$ cat src/rtl/disp_pkg.sv
// Shared types for the display arbiter: FSM states, owner codes and the display word.
package disp_pkg;

  typedef logic [31:0] word_t;

  typedef enum logic [1:0] {
    StIdle    = 2'd0,
    StShowKey = 2'd1,
    StShowMsg = 2'd2
  } state_e;

  typedef logic [1:0] src_t;

  localparam src_t SRC_IDLE = 2'b00;
  localparam src_t SRC_KEY  = 2'b01;
  localparam src_t SRC_MSG  = 2'b10;

  function automatic src_t state_src(state_e s);
    src_t code;
    case (s)
      StShowKey: code = SRC_KEY;
      StShowMsg: code = SRC_MSG;
      default:   code = SRC_IDLE;
    endcase
    return code;
  endfunction

endpackage

$ cat src/rtl/disp_arbiter_if.sv
// Requester handshakes plus the display-side outputs of the arbiter.
interface disp_arbiter_if;
  import disp_pkg::*;

  logic  key_req;
  word_t key_data;
  logic  key_ack;
  logic  msg_req;
  word_t msg_data;
  logic  msg_ack;
  word_t data;
  src_t  src;
  logic  busy;

  modport master (
    output key_req, key_data, msg_req, msg_data,
    input  key_ack, msg_ack, data, src, busy
  );

  modport slave (
    input  key_req, key_data, msg_req, msg_data,
    output key_ack, msg_ack, data, src, busy
  );

endinterface

$ cat src/rtl/hold_timer.sv
// Loadable down-counter that parks at zero; expire flags zero while the hold is running.
module hold_timer #(
  parameter int unsigned WIDTH = 4
) (
  input  logic             clk,
  input  logic             rst,
  input  logic             i_load,
  input  logic [WIDTH-1:0] i_load_val,
  input  logic             i_run,
  output logic             o_expire
);

  logic [WIDTH-1:0] r_count;

  always_ff @(posedge clk) begin
    if (rst) begin
      r_count <= '0;
    end else if (i_load) begin
      r_count <= i_load_val;
    end else if (i_run && (r_count != '0)) begin
      r_count <= r_count - 1'b1;
    end
  end

  assign o_expire = i_run && (r_count == '0);

endmodule

$ cat src/rtl/disp_arbiter.sv
// Shares the Display7 data word between the key path and a timed, pre-empting message path.
module disp_arbiter
  import disp_pkg::*;
#(
  parameter int unsigned HOLD_CYCLES  = 50_000_000,
  parameter word_t       DEFAULT_WORD = 32'h0000_0000
) (
  input  logic         clk,
  input  logic         rst,
  disp_arbiter_if.slave disp
);

  localparam int unsigned CntW = $clog2(HOLD_CYCLES);
  localparam logic [CntW-1:0] LoadVal = CntW'(HOLD_CYCLES - 1);

  state_e r_state, w_state_nxt;
  word_t  r_data, w_data_nxt;
  word_t  r_last_key, w_last_key_nxt;
  logic   r_key_seen, w_key_seen_nxt;
  logic   r_key_ack, w_key_ack_nxt;
  logic   r_msg_ack, w_msg_ack_nxt;
  src_t   r_src;
  logic   r_busy;

  logic w_key_elig, w_msg_elig;
  logic w_load, w_expire;

  // The own-ack term blocks a second accept while the requester still holds req.
  assign w_key_elig = disp.key_req && !r_key_ack;
  assign w_msg_elig = disp.msg_req && !r_msg_ack;

  hold_timer #(
    .WIDTH (CntW)
  ) u_hold_timer (
    .clk        (clk),
    .rst        (rst),
    .i_load     (w_load),
    .i_load_val (LoadVal),
    .i_run      (r_state == StShowMsg),
    .o_expire   (w_expire)
  );

  always_comb begin
    w_state_nxt    = r_state;
    w_data_nxt     = r_data;
    w_last_key_nxt = r_last_key;
    w_key_seen_nxt = r_key_seen;
    w_key_ack_nxt  = 1'b0;
    w_msg_ack_nxt  = 1'b0;
    w_load         = 1'b0;

    unique case (r_state)
      StIdle, StShowKey: begin
        if (w_msg_elig) begin
          w_data_nxt    = disp.msg_data;
          w_load        = 1'b1;
          w_msg_ack_nxt = 1'b1;
          w_state_nxt   = StShowMsg;
        end else if (w_key_elig) begin
          w_data_nxt     = disp.key_data;
          w_last_key_nxt = disp.key_data;
          w_key_seen_nxt = 1'b1;
          w_key_ack_nxt  = 1'b1;
          w_state_nxt    = StShowKey;
        end
      end
      StShowMsg: begin
        // Keys are always taken during a hold; they only surface once the hold ends.
        if (w_key_elig) begin
          w_last_key_nxt = disp.key_data;
          w_key_seen_nxt = 1'b1;
          w_key_ack_nxt  = 1'b1;
        end
        if (w_msg_elig) begin
          w_data_nxt    = disp.msg_data;
          w_load        = 1'b1;
          w_msg_ack_nxt = 1'b1;
        end else if (w_expire) begin
          w_data_nxt  = w_key_elig ? disp.key_data : r_last_key;
          w_state_nxt = (w_key_elig || r_key_seen) ? StShowKey : StIdle;
        end
      end
      default: w_state_nxt = StIdle;
    endcase
  end

  always_ff @(posedge clk) begin
    if (rst) begin
      r_state    <= StIdle;
      r_data     <= DEFAULT_WORD;
      r_last_key <= DEFAULT_WORD;
      r_key_seen <= 1'b0;
      r_key_ack  <= 1'b0;
      r_msg_ack  <= 1'b0;
      r_src      <= SRC_IDLE;
      r_busy     <= 1'b0;
    end else begin
      r_state    <= w_state_nxt;
      r_data     <= w_data_nxt;
      r_last_key <= w_last_key_nxt;
      r_key_seen <= w_key_seen_nxt;
      r_key_ack  <= w_key_ack_nxt;
      r_msg_ack  <= w_msg_ack_nxt;
      r_src      <= state_src(w_state_nxt);
      r_busy     <= (w_state_nxt == StShowMsg);
    end
  end

  assign disp.data    = r_data;
  assign disp.src     = r_src;
  assign disp.busy    = r_busy;
  assign disp.key_ack = r_key_ack;
  assign disp.msg_ack = r_msg_ack;

endmodule

$ cat src/flat_wrapper.sv
// flat-port wrapper written by rule: the top's interface ports become plain ports
module disp_arbiter_flat import disp_pkg::*;
#(
  parameter int unsigned HOLD_CYCLES  = 50_000_000,
  parameter word_t       DEFAULT_WORD = 32'h0000_0000
)
  (clk, rst, disp_key_req, disp_key_data, disp_msg_req, disp_msg_data, disp_key_ack, disp_msg_ack, disp_data, disp_src, disp_busy);
  disp_arbiter_if disp_i ();
  input  logic clk;
  input  logic rst;
  input wire logic [$bits(disp_i.key_req)-1:0] disp_key_req;
  input wire logic [$bits(disp_i.key_data)-1:0] disp_key_data;
  input wire logic [$bits(disp_i.msg_req)-1:0] disp_msg_req;
  input wire logic [$bits(disp_i.msg_data)-1:0] disp_msg_data;
  output wire logic [$bits(disp_i.key_ack)-1:0] disp_key_ack;
  output wire logic [$bits(disp_i.msg_ack)-1:0] disp_msg_ack;
  output wire logic [$bits(disp_i.data)-1:0] disp_data;
  output wire logic [$bits(disp_i.src)-1:0] disp_src;
  output wire logic [$bits(disp_i.busy)-1:0] disp_busy;
  assign disp_i.key_req = disp_key_req;
  assign disp_i.key_data = disp_key_data;
  assign disp_i.msg_req = disp_msg_req;
  assign disp_i.msg_data = disp_msg_data;
  assign disp_key_ack = disp_i.key_ack;
  assign disp_msg_ack = disp_i.msg_ack;
  assign disp_data = disp_i.data;
  assign disp_src = disp_i.src;
  assign disp_busy = disp_i.busy;
  disp_arbiter #(.HOLD_CYCLES(HOLD_CYCLES), .DEFAULT_WORD(DEFAULT_WORD)) u_core (.clk(clk), .rst(rst), .disp(disp_i));
endmodule
$ cat config.mk
export PLATFORM = sky130hd
export DESIGN_NAME = disp_arbiter_flat
export DESIGN_NICKNAME = d
export VERILOG_FILES = /design/src/rtl/disp_pkg.sv /design/src/rtl/disp_arbiter_if.sv /design/src/rtl/hold_timer.sv /design/src/rtl/disp_arbiter.sv /design/src/flat_wrapper.sv
export SDC_FILE = /design/constraint.sdc
export NUM_CORES = 1
export LEC_CHECK = 0
export CORE_ASPECT_RATIO = 0.5
export CORE_MARGIN = 5
export CORE_UTILIZATION = 45
export DETAILED_ROUTE_END_ITERATION = 16
export HOLD_SLACK_MARGIN = 0.15
export MAX_ROUTING_LAYER = met4
export PLACE_DENSITY_LB_ADDON = 0.3
export SYNTH_ARGS = -nofsm -noshare
export SYNTH_HDL_FRONTEND = slang
export SYNTH_SLANG_ARGS = --single-unit
$ cat constraint.sdc
create_clock -name clk -period 3.5 [get_ports clk]
set_input_delay 0.7 -clock clk [delete_from_list [all_inputs] [get_ports clk]]
set_output_delay 0.7 -clock clk [all_outputs]
set_load 0.01 [all_outputs]
==> impl_metrics.toml, run 1 <==
[worst_setup_path]
crit_path_max_fanout = 21
crit_slowest_cell = "o31ai_4"
critPathTopFamily = "simple AND/OR/NAND/NOR gates"
critical_path_buf_inv_count = 1
path_cells = "inv_1 -> ha_1 -> nor4b_4 -> nand3_4 -> o31ai_4 -> or4b_2 -> a31oi_1"
worstSetupStartpointType = "register"
critPathRequiredTime_ps = 3700
max_stage_delay_ps = 830
worst_ep_arrival_time_ps = 2780
critical_path_class = "reg -> reg"
end_kind = "register"

[sta]
finClkSkew_ps = 6.55
tightest_slew_ps = 1100
maxSlewViolCount = 0
timing.setup.tns_ps = 0
period_share = 0.735
hold_viol_final = 0
min_period_ps = 2570
fmax_ghz = 0.389
final.setup.worst_slack_ps = 927
relSlewSlack = 0.263
grt_setup_unrepaired = "no"
finalSetupViolations = 0

[yosys]
syn-num-nets = 720
synthArstFlopShare = 0
synth_enable_flop_cells = 0
synth_ff_type = "dfxtp_1"
synth_top_area_frac = 0.396
yosysWarnings = 0
synthesis.area_um2 = 4900
synthTopCellsByArea = "dfxtp_1 40%, a21oi_1 7.7%, nand3_1 7.2%"
synth_top_area_cell = "dfxtp_1"
ys_seq_area_frac = 0.396
synth-seq-cells = 97
syn_inst = 651
syn-mean-instance-area_um2 = 7.52
ys_types = 60

[floorplanning]
die_area_um2 = 13200
die_height_um = 83.8
ios = 105
row_count = 26
start_util = 0.471
core_um2 = 10400
dieWidth_um = 158

[global_route]
antenna_found_initial = 0
grt_max_degree = 42
grtUsageTotal = 0.221
grt_overflow = 0
grt_pass1_wl_mm = 23.5
grt_pass1_vias = 4918

[final_layout]
antenna_cells = 0
area_delta_synth_final_pct = 28.1
drive_above_1_share = 0.0762
finalNetCount = 786
mostFrequentLayoutCell = "clkdlybuf4s50_1"
mostFrequentLayoutCells = "103 x clkdlybuf4s50_1, 97 x dfxtp_1, 76 x nand2_1"

[clocking]
cts_setup_buffers = 0
clock_sinks = 97
cts_buffers = 9
cts_max_level = 3
cts_hold_buf = 0
cts_tree = "built"
clkTransAtPathRegs_ps = 70
cts_resized = 0
root_buffer = "clkbuf_16"
insertion_delay_ps = 350
cts_buffer_depth = 2

[placed_design]
portBuffers = 104
globalplace.congestion = 0.821
pre_cts_slack_ps = 708
dp_hpwl_mm = 9.10

[detailed_routing]
routed_wl_mm = 14.3
dr.pass1.iters = 5
viasPerCell = 5.95
routedWlPerCell_um = 16.6
vias = 5126
drt.antenna.violating_nets = 0
drtIter0Drc = 392
drc = 0

[flow_run]
cap_violations = 0

[power_and_ir_drop]
p_per_area_nw_per_um2 = 478
ir_drop_mv = 0.258
leakagePower_nw = 2.15

[hold_path]
hp-class = "reg -> reg"

[status]
status = "finished, final reports clean"
cell families after synthesis:
family / after synthesis / share of synthesized area
DFF: 97 / 0.396
xor gates and xnor gates: 2 / 0.00358
and+or+nand+nor: 254 / 0.260
muxes: 2 / 0.00409
buffers and inverters: 70 / 0.0623
AOI/OAI and AO/OA: 225 / 0.272
adders and majority gates: 1 / 0.00255
flip-flops by register name (all words and copies together) (netlist names):
name	flops
u_core.disp.msg_ack	1
u_core.disp.src	2
u_core.u_hold_timer.r_count	26
u_core.disp.data	32
u_core.r_key_seen	1
u_core.disp.key_ack	1
u_core.r_last_key	32
u_core.r_state	2
area by class of cell:
cell class | count | area [µm²]
sequential | 97 | 1940
clock buffer | 11 | 243
clock inverter | 5 | 62.6
fill | 963 | 4130
tap | 140 | 175
multi-input combinational | 484 | 2680
timing repair buffer | 117 | 1150
inverter | 8 | 30.0
layer usage:
layer | vias up | track usage | part of all wire
met2 | 169 | 0.357 | 0.49
met5 | - | - | 0
met1 | 2446 | 0.275 | 0.43
met3 | 22 | 0.0461 | 0.069
met4 | 0 | 0.0757 | 0.016
li1 | 2489 | - | -
worst paths after layout:
kind	startpoint	end	slack [ps]	cells past startpoint
setup / recovery	u_core.u_hold_timer.r_count[0]$_SDFFE_PP0P_	u_core.u_hold_timer.r_count[3]$_SDFFE_PP0P_	930	7
hold / removal	u_core.r_last_key[15]$_SDFFE_PP0P_	u_core.r_last_key[15]$_SDFFE_PP0P_	450	2
setup reg to reg	u_core.u_hold_timer.r_count[0]$_SDFFE_PP0P_	u_core.u_hold_timer.r_count[3]$_SDFFE_PP0P_	930	7
hold reg to reg	u_core.r_last_key[15]$_SDFFE_PP0P_	u_core.r_last_key[15]$_SDFFE_PP0P_	450	2
tightest hold or removal path, stage by stage, from the launching register on:
cell and delay, ps:
dfxtp_1 310, nand2_1 50, a21oi_1 50
power breakdown:
group	internal [mW]	total, mW	switching (mW)
registers	1.20	1.27	0.0732
logic	0.314	0.715	0.401
clock network	0.578	1.02	0.437
total	2.09	3.00	0.912
synthesized netlist by cell type (3+ instances only):
master and instances:
a211oi_1 4, a21oi_1 75, a311oi_1 4, a31oi_1 42, buf_2 6, clkbuf_1 50
dfxtp_1 97, inv_1 8, nand2_1 76, nand2b_1 4, nand3_1 70, nand4b_1 3
nor2_1 51, nor2b_1 4, nor3_1 12, o21ai_0 69, o21ai_1 4, o31ai_1 6
o41ai_1 3, or3_1 9, or4_1 5
per-stage QoR:
step,area (µm²),std cells,utilization,hold WS [ps],total power [mW]
floorplan,4900,651,-,437,1.72
global placement,5970,846,0.574,442,1.99
detailed placement,5970,846,0.574,447,2.01
CTS,6280,862,0.603,456,3.01
global route,6280,862,0.603,478,3.15
finish,6280,862,0.603,455,3.00
Note: power is estimated with default switching activity, not from simulation.
==> run 2, diff against run 1 <==
==> constraint.sdc (replaced) <==
create_clock -name clk -period 2.4 [get_ports clk]
set_input_delay 0.48 -clock clk [delete_from_list [all_inputs] [get_ports clk]]
set_output_delay 0.48 -clock clk [all_outputs]
set_load 0.01 [all_outputs]
==> run 2 against run 1 <==
Against the previous run: combinational power rose by 55%; sequential share of layout area fell by 0.85 points; clock skew rose by 1.6 ps; via count fell by 0.84%; critical endpoint is now u_core.u_hold_timer.r_count[20]$_SDFFE_PP0P_; highest routed layer unchanged.
==> impl_metrics.toml, run 2 (synthesis gave the netlist of run 1 again) <==
[status]
status = "finished, final reports clean"

[floorplanning]
row_count = 26
ios = 105
core_um2 = 10400
start_util = 0.471
die_area_um2 = 13200
die_height_um = 83.8
dieWidth_um = 158

[power_and_ir_drop]
p_clk_frac = 0.321
p_switching_mw = 1.37
combPwrFrac = 0.254
p_per_area_nw_per_um2 = 676
power.total_mw = 4.36
switching_share = 0.315
leakagePower_nw = 2.24
ir_drop_mv = 0.379
seq_power_share = 0.424
intPower_mw = 2.99

[detailed_routing]
dr.pass1.iters = 5
vias = 5083
drt.antenna.violating_nets = 0
routed_wl_mm = 14.2
drtIter0Drc = 439
routedWlPerCell_um = 16.3
viasPerCell = 5.84
drc = 0

[clocking]
clock_sinks = 97
cts_setup_buffers = 0
cts_resized = 0
root_buffer = "clkbuf_16"
cts_max_level = 3
cts_buffers = 9
cts_tree = "built"
insertion_delay_ps = 350
cts_buffer_depth = 2
cts_hold_buf = 0
clkTransAtPathRegs_ps = 70

[worst_setup_path]
max_stage_delay_ps = 680
path_cells = "nor4_2 -> nand3_1 -> o41ai_2 -> nand2_1 -> a41oi_1"
critPathRequiredTime_ps = 2660
crit_slowest_cell = "o41ai_2"
crit_path_max_fanout = 6
critPathTopFamily = "compound AO/OA/AOI/OAI gates"
worstSetupStartpointType = "register"
critical_path_buf_inv_count = 0
end_kind = "register"
worst_ep_arrival_time_ps = 2450
critical_path_class = "reg -> reg"

[sta]
fmax_ghz = 0.457
period_share = 0.911
maxSlewViolCount = 0
finalSetupViolations = 0
final.setup.worst_slack_ps = 212
relSlewSlack = 0.583
hold_viol_final = 0
grt_setup_unrepaired = "no"
tightest_slew_ps = 619
hold_slack_ps = 459
finClkSkew_ps = 8.10
timing.setup.tns_ps = 0
min_period_ps = 2190

[flow_run]
cap_violations = 0

[placed_design]
dp_hpwl_mm = 9.07
pre_cts_slack_ps = 203
portBuffers = 104
globalplace.congestion = 0.885

[final_layout]
multi_input_area_um2 = 2680
nFillCells = 916
seqCellArea_um2 = 1940
mostFrequentLayoutCell = "clkdlybuf4s50_1"
finalNetCount = 794
mostFrequentLayoutCells = "103 x clkdlybuf4s50_1, 97 x dfxtp_1, 76 x nand2_1"
antenna_cells = 0
area_delta_synth_final_pct = 31.7
drive_above_1_share = 0.0877

[global_route]
grt_overflow = 0
grt_max_degree = 72
antenna_found_initial = 0
grtUsageTotal = 0.217
grt_pass1_wl_mm = 23.1
grt_pass1_vias = 4823

[hold_path]
hp-class = "reg -> reg"
## run 2: changes by cell type in the layout (fill, tap and decap cells not counted)
cell / delta
clkbuf_8: -1
clkinv_4: -1
inv_8: +1
clkinv_2: +1
inv_6: +3
bufinv_16: -1
buf_12: +11
buf_4: -3
clkbuf_1: -1
clkinvlp_4: -1
## run 2: metal layers
metal,track usage,vias up,share of wire
li1,-,2502,-
met5,-,-,0
met1,0.268,2391,0.43
met3,0.0502,16,0.063
met2,0.360,174,0.49
met4,0.0570,0,0.015
## run 2: worst register-to-register path, cell delays in order (launching register included)
cell and delay [ps]:
dfxtp_1 360, nor4_2 440, nand3_1 310, o41ai_2 680, nand2_1 110, a41oi_1 210
## run 2: area by class of cell
| cell class | count | share of cell area |
|---|---|---|
| tap | 140 | 0.0271 |
| clock inverter | 7 | 0.00911 |
| clock buffer | 9 | 0.0349 |
| multi-input combinational | 484 | 0.415 |
| timing repair buffer | 125 | 0.208 |
| inverter | 8 | 0.00465 |
| sequential | 97 | 0.301 |
## run 2: path summary, 6_finish.rpt
check	startpoint	to	slack, ps	cells after the start
max reg2reg	u_core.u_hold_timer.r_count[18]$_SDFFE_PP0P_	u_core.u_hold_timer.r_count[20]$_SDFFE_PP0P_	210	5
min	u_core.r_last_key[15]$_SDFFE_PP0P_	u_core.r_last_key[15]$_SDFFE_PP0P_	460	2
max	u_core.u_hold_timer.r_count[18]$_SDFFE_PP0P_	u_core.u_hold_timer.r_count[20]$_SDFFE_PP0P_	210	5
min reg2reg	u_core.r_last_key[15]$_SDFFE_PP0P_	u_core.r_last_key[15]$_SDFFE_PP0P_	460	2
## run 2: power by group through the flow
stage	registers, mW	clock network (mW)	logic, mW
floorplan	1.89	0	0.611
detailed placement	1.89	0	1.11
CTS	1.85	1.42	1.11
global placement	1.88	0	1.09
finish	1.85	1.40	1.11
global route	1.87	1.50	1.21
## run 2: per-stage QoR
stage	utilization	std cells	instance area, µm²
after detailed placement	0.593	854	6170
after global routing	0.620	870	6450
final	0.620	870	6450
after CTS	0.620	870	6450
after floorplan	-	651	4900
after global placement	0.593	854	6170
==> run 3, diff against run 2 <==
--- a/config.mk
+++ b/config.mk
@@ -7,7 +7,7 @@
 export LEC_CHECK = 0
 export CORE_ASPECT_RATIO = 0.5
 export CORE_MARGIN = 5
-export CORE_UTILIZATION = 45
+export CORE_UTILIZATION = 51
 export DETAILED_ROUTE_END_ITERATION = 16
 export HOLD_SLACK_MARGIN = 0.15
 export MAX_ROUTING_LAYER = met4
==> run 3 against run 2 <==
Against the previous run: worst setup slack gained 22 ps; clock-buffer cell count grew 2; die area shrank 11%; register-to-register slack gained 60 ps; wire length shrank 1.2%; sequential share of layout area grew 0.16 points; non-clock buffer count grew 2; utilization grew 6.2 points; clock skew is essentially flat; maximum frequency grew 1.0%; critical path type is now in -> reg; largest cell class unchanged.
==> impl_metrics.toml, run 3 (synthesis gave the netlist of run 1 again) <==
[sta]
hold_slack_ps = 456
finalSetupViolations = 0
maxSlewViolCount = 0
period_share = 0.902
finClkSkew_ps = 7.79
hold_viol_final = 0
fmax_ghz = 0.462
timing.setup.tns_ps = 0
grt_setup_unrepaired = "no"
tightest_slew_ps = 1150
relSlewSlack = 0.236
min_period_ps = 2170

[clocking]
cts_max_level = 3
cts_hold_buf = 0
cts_buffer_depth = 2
clkTransAtPathRegs_ps = 70
clock_sinks = 97
cts_setup_buffers = 0
cts_tree = "built"
insertion_delay_ps = 340
cts_buffers = 9
root_buffer = "clkbuf_16"
cts_resized = 0

[flow_run]
cap_violations = 0

[power_and_ir_drop]
ir_drop_mv = 0.470
p_per_area_nw_per_um2 = 705
leakagePower_nw = 2.24

[floorplanning]
core_um2 = 9420
start_util = 0.520
row_count = 25
dieWidth_um = 149
die_height_um = 79.3
die_area_um2 = 11800
ios = 105

[global_route]
grtUsageTotal = 0.244
grt_pass1_wl_mm = 22.8
grt_pass1_vias = 4668
grt_overflow = 0
grt_max_degree = 65
antenna_found_initial = 0

[worst_setup_path]
r2r_cells = 8
worst_ep_arrival_time_ps = 2440
worstSetupStartpointType = "input pin"
critPathRequiredTime_ps = 2680
crit_path_max_fanout = 32
critical_path_class = "in -> reg"
end_kind = "register"

[hold_path]
min_path_cells = 2
hp-class = "reg -> reg"

[placed_design]
globalplace.congestion = 0.854
dp_cells = 851
dp_hpwl_mm = 9.05
portBuffers = 104

[detailed_routing]
routedWlPerCell_um = 16.2
drtIter0Drc = 473
dr.pass1.iters = 5
drc = 0
viasPerCell = 5.91
routed_wl_mm = 14.0
drt.antenna.violating_nets = 0
vias = 5128

[final_layout]
instances_no_fill = 867
finalNetCount = 796
antenna_cells = 0
area_delta_synth_final_pct = 31.1
drive_above_1_share = 0.0888
mostFrequentLayoutCells = "103 x clkdlybuf4s50_1, 97 x dfxtp_1, 76 x nand2_1"
mostFrequentLayoutCell = "clkdlybuf4s50_1"

[status]
status = "finished, final reports clean"
==> run 3: cell count changes in the layout (fill, tap and decap cells not counted), moves of 2 or more <==
| cell | before | now |
|---|---|---|
| buf_4 | 9 | 18 |
| buf_12 | 12 | 5 |
| bufinv_16 | 0 | 2 |
| inv_6 | 4 | 2 |
==> run 3: area by class of cell <==
class / count / area [µm²]
fill: 792 / 3000
multi-input combinational: 484 / 2680
sequential: 97 / 1940
timing repair buffer: 127 / 1270
clock buffer: 11 / 243
tap: 135 / 169
clock inverter: 5 / 86.3
inverter: 8 / 30.0
==> run 3: final timing paths <==
check	from	to	slack (ps)
max	disp_msg_req	u_core.disp.data[7]$_SDFFE_PP0P_	230
min	u_core.r_last_key[0]$_SDFFE_PP0P_	u_core.r_last_key[0]$_SDFFE_PP0P_	460
max reg2reg	u_core.u_hold_timer.r_count[0]$_SDFFE_PP0P_	u_core.u_hold_timer.r_count[3]$_SDFFE_PP0P_	270
min reg2reg	u_core.r_last_key[0]$_SDFFE_PP0P_	u_core.r_last_key[0]$_SDFFE_PP0P_	460
==> run 3: stage by stage <==
step / setup WS (ps) / area (µm²) / total power [mW] / util
floorplan: 401 / 4900 / 2.51 / -
global placement: -35.6 / 6090 / 2.94 / 0.647
detailed placement: -115 / 6090 / 2.96 / 0.647
CTS: 230 / 6420 / 4.54 / 0.682
global route: 47.6 / 6420 / 4.74 / 0.682
finish: 235 / 6420 / 4.52 / 0.682
==> run 3: per-layer routing <==
| metal | global-route usage | wire length, µm | vias up |
|---|---|---|---|
| met2 | 0.404 | 6800 | 207 |
| li1 | - | - | 2512 |
| met5 | - | 0 | - |
| met4 | 0.0608 | 165 | 0 |
| met1 | 0.307 | 5990 | 2390 |
| met3 | 0.0525 | 1060 | 19 |
==> run 3: critical path, cell delays in order <==
cell             delay, ps
clkdlybuf4s50_1        430
nor2b_1                180
o31ai_4                950
o21ai_0                200
a21oi_1                200
==> run 3: power by group <==
group	total (mW)	switching [mW]	leakage, nW	internal, mW
registers	1.85	0.100	0.800	1.75
clock network	1.58	0.632	0.161	0.952
logic	1.09	0.597	1.28	0.492
total	4.52	1.33	2.24	3.19
